`src/rtl/act_exp_fifo.sv`:
```
// Expected-value queue for the response checker. Synchronous FIFO with a
// same-cycle pop-frees-slot rule: a push into a full queue succeeds when a
// pop happens in the same cycle. No read-to-write bypass when empty.
module act_exp_fifo #(
    parameter int DATA_W = 16,
    parameter int DEPTH  = 4
) (
    input  logic              clk_i,
    input  logic              rst_i,
    input  logic              clr_i,
    input  logic              push_i,
    input  logic [DATA_W-1:0] push_data_i,
    input  logic              pop_i,
    output logic [DATA_W-1:0] pop_data_o,
    output logic              full_o,
    output logic              empty_o
);

    localparam int             AW         = $clog2(DEPTH);
    localparam logic [AW:0]    FULL_COUNT = (AW+1)'(DEPTH);

    logic [AW-1:0]     wr_ptr_q;
    logic [AW-1:0]     rd_ptr_q;
    logic [AW:0]       count_q;
    logic [DATA_W-1:0] mem_q [DEPTH];
    logic              push_ok;
    logic              pop_ok;

    assign full_o     = (count_q == FULL_COUNT);
    assign empty_o    = (count_q == '0);
    assign pop_ok     = pop_i && !empty_o;
    assign push_ok    = push_i && (!full_o || pop_ok);
    assign pop_data_o = mem_q[rd_ptr_q];

    // Pointer and occupancy bookkeeping; clr_i empties the queue.
    // NOTE: sequential state uses non-blocking (<=) so every flop samples
    // pre-edge values regardless of statement order.
    always_ff @(posedge clk_i or posedge rst_i) begin
        if (rst_i) begin
            wr_ptr_q <= '0;
            rd_ptr_q <= '0;
            count_q  <= '0;
        end else if (clr_i) begin
            wr_ptr_q <= '0;
            rd_ptr_q <= '0;
            count_q  <= '0;
        end else begin
            if (push_ok) wr_ptr_q <= wr_ptr_q + 1'b1;
            if (pop_ok)  rd_ptr_q <= rd_ptr_q + 1'b1;
            case ({push_ok, pop_ok})
                2'b10:   count_q <= count_q + 1'b1;
                2'b01:   count_q <= count_q - 1'b1;
                default: count_q <= count_q;
            endcase
        end
    end

    // Storage write port.
    // NOTE: the storage array has no reset; occupancy is tracked by count_q,
    // so stale contents are never read and a reset would only cost flops.
    always_ff @(posedge clk_i) begin
        if (push_ok) mem_q[wr_ptr_q] <= push_data_i;
    end

endmodule

```
`config.mk`:
```
export PLATFORM = sky130hd
export DESIGN_NAME = act_exp_fifo
export DESIGN_NICKNAME = d
export VERILOG_FILES = /design/src/rtl/act_exp_fifo.sv
export SDC_FILE = /design/constraint.sdc
export NUM_CORES = 1
export LEC_CHECK = 0
export CAP_MARGIN = 20
export CORE_MARGIN = 5
export CORE_UTILIZATION = 54
export CTS_CLUSTER_DIAMETER = 200
export DETAILED_ROUTE_END_ITERATION = 16
export MAX_ROUTING_LAYER = met4
export PLACE_DENSITY = 0.88
export SLEW_MARGIN = 10
export SYNTH_ARGS = -nofsm -noshare
export SYNTH_HDL_FRONTEND = slang
export SYNTH_SLANG_ARGS = --single-unit
```
`constraint.sdc`:
```
create_clock -name clk_i -period 2.7 [get_ports clk_i]
set_clock_uncertainty 0.15 [all_clocks]
set_input_delay 0.54 -clock clk_i [delete_from_list [all_inputs] [get_ports clk_i]]
set_output_delay 0.54 -clock clk_i [all_outputs]
set_load 0.05 [all_outputs]
```
==> run metrics <==
leakage power=1.265 nW; tightest slew margin relative to the limit=66.60%; height of the die=83.45 µm; Worst Setup End Kind=output pin; flip-flop and latch count after synthesis=71; global-route track usage on met1=20.22%; CP peak stage delay=0.57 ns; Data arrival, critical path=1.77 ns; fraction of power consumed by sequential logic=45.9%; net total in the final layout=222; setup slack after layout=0.2382 ns; path length in cells of the critical path=2; CP max-delay cell=sky130_fd_sc_hd__dlygate4sd2_1; slew at the pin with the worst max-slew slack=0.5003 ns; GPL Wtd Cong=0.8253; top cells by area, synth=sky130_fd_sc_hd__edfxtp_1 66%, sky130_fd_sc_hd__mux4_2 12%, sky130_fd_sc_hd__dfrtp_1 6.0%; post-synthesis average cell area=19.81 µm²; net load switching power=0.0007425 W; layout-stage area growth over the synthesis result=23.63%; cell-internal power=0.002082 W; buffer type at the clock tree root=sky130_fd_sc_hd__clkbuf_8; library cell occupying the most area in the post-synthesis netlist=sky130_fd_sc_hd__edfxtp_1; path type of the worst setup path=reg2out; Syn Std Cell Area=0.002913 mm²; Max FO, Critical Path=11; number of cells in the design after placement=255; share of the clock period used by the worst path after layout=91.18%; Die Width=83.45 µm; depth of the worst register-to-register path=6; relative contribution of the clock network to total power=35.6%; via count of the first global-routing pass=1666; dominant delay contributor by cell family on the critical path=buffers and inverters; worst setup path start=count_q[0]; terminus of the critical flop-to-flop path=count_q[2]; Final setup viols=0; Die Area=0.006963 mm²; class of the worst hold path=in2async; worst slack, placed=0.09915 ns; net switching share of the total power=26.28%; status=finished clean; Non-Filler Instances=271; total detailed-routing wirelength=5544 µm; instance count of the mapped netlist=147; Overall Global Routing Usage=17.69%; FMAX=406.2 MHz; number of port buffers=38; top cell type's share of synthesized area=65.98%; later-pin clock latency in the skew report=0.33 ns; Final Instance Area=0.003601 mm²; instance area after placement=0.003351 mm²; crit path to=full_o; effective utilization at floorplan=56.31%; core box area=0.005172 mm²; vias per std cell=5.598; Worst EP required=2.01 ns; most numerous cell in the Yosys netlist=sky130_fd_sc_hd__edfxtp_1; vias=1517; Clock Sinks=71; detailed router's first-iteration violation count=104; Hold-fix buffers, CTS=0; fraction of the yosys area taken by sequential cells=71.99%; number of H-tree levels=3; most used standard cells in the synthesized netlist=64 x sky130_fd_sc_hd__edfxtp_1, 16 x sky130_fd_sc_hd__mux4_2, 7 x sky130_fd_sc_hd__dfrtp_1; Async S/R FF share, synth=9.859%; primary flip-flop cell chosen by synthesis mapping=sky130_fd_sc_hd__edfxtp_1; maximum vdd ir drop=0.0003564 V; final slew viol count=0; cells along the critical path=nor3b_4 -> dlygate4sd2_1; I/O pin cnt=39; most crowded layer after global routing=met2; post-CTS repair timing setup buffer count=0; reg-to-reg critical path startpoint=count_q[0]; met3 global-route usage=3.465%; first-pass GRT wire length=8825 µm; overflow left after global routing=0; Global Route met2 Usage=29.88%; power per standard cell area=784.5 mW/mm²; Max-cap violations=0; pin count of the biggest net entering global routing=17; Row Count=26; minimum setup slack among reg-to-reg paths=0.28 ns; portion of total power attributed to combinational logic=18.5%; clock tree from TritonCTS=done; WL/cell=20.46 µm; detailed-placement wirelength estimate=3716 µm; minimum clock period after layout=2.462 ns; number of hold-slack violations in the final timing report=0; warnings from Yosys=0; buffering stage count on the worst path with inverters included=1; number of buffers between clock root and the deepest sink=2; unique cell type count in the Yosys netlist=35; number of antenna repair diodes=0; clock transition at the register clock pins on the worst setup and hold paths after CTS=0.07 ns; number of filler cells placed in the layout=307; setup repair after global routing missed its margin=false; count of TritonRoute iterations in the first routing pass=4; CP startpoint kind=flip-flop; layout cell share with drive strength beyond 1=31.34%; remaining number of nets flagged by the antenna check after routing=0; synthesized net count=173; post-detailed-route DRC marker count=0; initial antenna violation count=0; TNS Setup=0 ns; EDFF count, synth=64; number of buffers created by CTS=9
## flip-flops by register name (all words and copies together) (netlist names)
name and cells:
wr_ptr_q 2, count_q 3, rd_ptr_q 2, mem_q 64
## final cells by class
type                       instances  area [µm²]  area share, %
clock buffer                       9       123.9          3.440
clock inverter                     7       120.1          3.336
inverter                           6       22.52         0.6254
multi-input combinational         60       720.7          20.01
sequential                        71        2097          58.23
tap                               70       87.58          2.432
timing repair buffer              48       429.2          11.92
## worst register-to-register path, stage by stage (launching register included)
cell and delay (ns):
sky130_fd_sc_hd__dfrtp_1 0.55, sky130_fd_sc_hd__o31ai_2 0.37, sky130_fd_sc_hd__nor2_1 0.09, sky130_fd_sc_hd__fa_1 0.45, sky130_fd_sc_hd__or3b_1 0.40, sky130_fd_sc_hd__a32oi_1 0.18, sky130_fd_sc_hd__a31oi_1 0.10
## layer usage
metal  share of wire (%)  wire length, µm  up-vias
met5                   0                0        -
met4                 2.3              130        0
met3                 5.3              296       10
met2                  54             3016       48
met1                  38             2100      779
li1                    -                -      680
## worst min path at each step
stage                      from  slack, ns           to
floorplan                 rst_i       0.19   count_q[0]
global placement    rd_ptr_q[1]       0.37  rd_ptr_q[1]
CTS                       rst_i       0.29   count_q[0]
finish                    rst_i       0.30  rd_ptr_q[1]
detailed placement  rd_ptr_q[1]       0.39  rd_ptr_q[1]
global route              rst_i       0.31  rd_ptr_q[1]
## power groups by stage
stage | clock [W] | combinational [W] | sequential, W
3_5_place_dp | 0 | 0.000526 | 0.00132
5_1_grt | 0.00107 | 0.000552 | 0.00130
6_report | 0.00101 | 0.000522 | 0.00130
2_1_floorplan | 0 | 0.000381 | 0.00130
3_3_place_gp | 0 | 0.000507 | 0.00131
4_1_cts | 0.00103 | 0.000527 | 0.00130
## metrics by stage
stage | total power, W | hold WS (ns) | utilization [%]
6_report | 0.002825 | 0.2954 | 69.62
5_1_grt | 0.002930 | 0.3119 | 69.62
4_1_cts | 0.002851 | 0.2897 | 69.47
3_5_place_dp | 0.001847 | 0.3927 | 64.78
3_3_place_gp | 0.001819 | 0.3737 | 64.78
2_1_floorplan | 0.001679 | 0.1934 | -
## cells in the final DEF, fill, tap and decap left out, drive strengths merged, types with 2 or more instances in the layout
cell type      synthesis  layout
edfxtp                64      64
buf                   10      26
clkdlybuf4s50          0      20
mux4                  16      16
clkbuf                 0       9
dfrtp                  7       7
inv                    6       7
nor2                   6       6
and2                   4       4
ha                     4       4
xor2                   3       3
nand3                  3       3
bufinv                 0       3
o2111ai                2       2
nand2b                 2       2
a21boi                 2       2
clkinv                 0       2
## cell families after synthesis
family	synth area share, %
AO/OA/AOI/OAI	3.394
buffers and inverters	3.436
multiplexers	13.23
AND/OR/NAND/NOR	4.338
adder cells (fa/ha/maj)	2.406
flip-flops	71.99
XOR/XNOR	1.203
## repair_timing
item | in CTS | in global routing
gates cloned | 0 | 0
resized for setup | 1 | 2
setup endpoints to repair | 1 | 2
(Power assumes the default switching activity.)
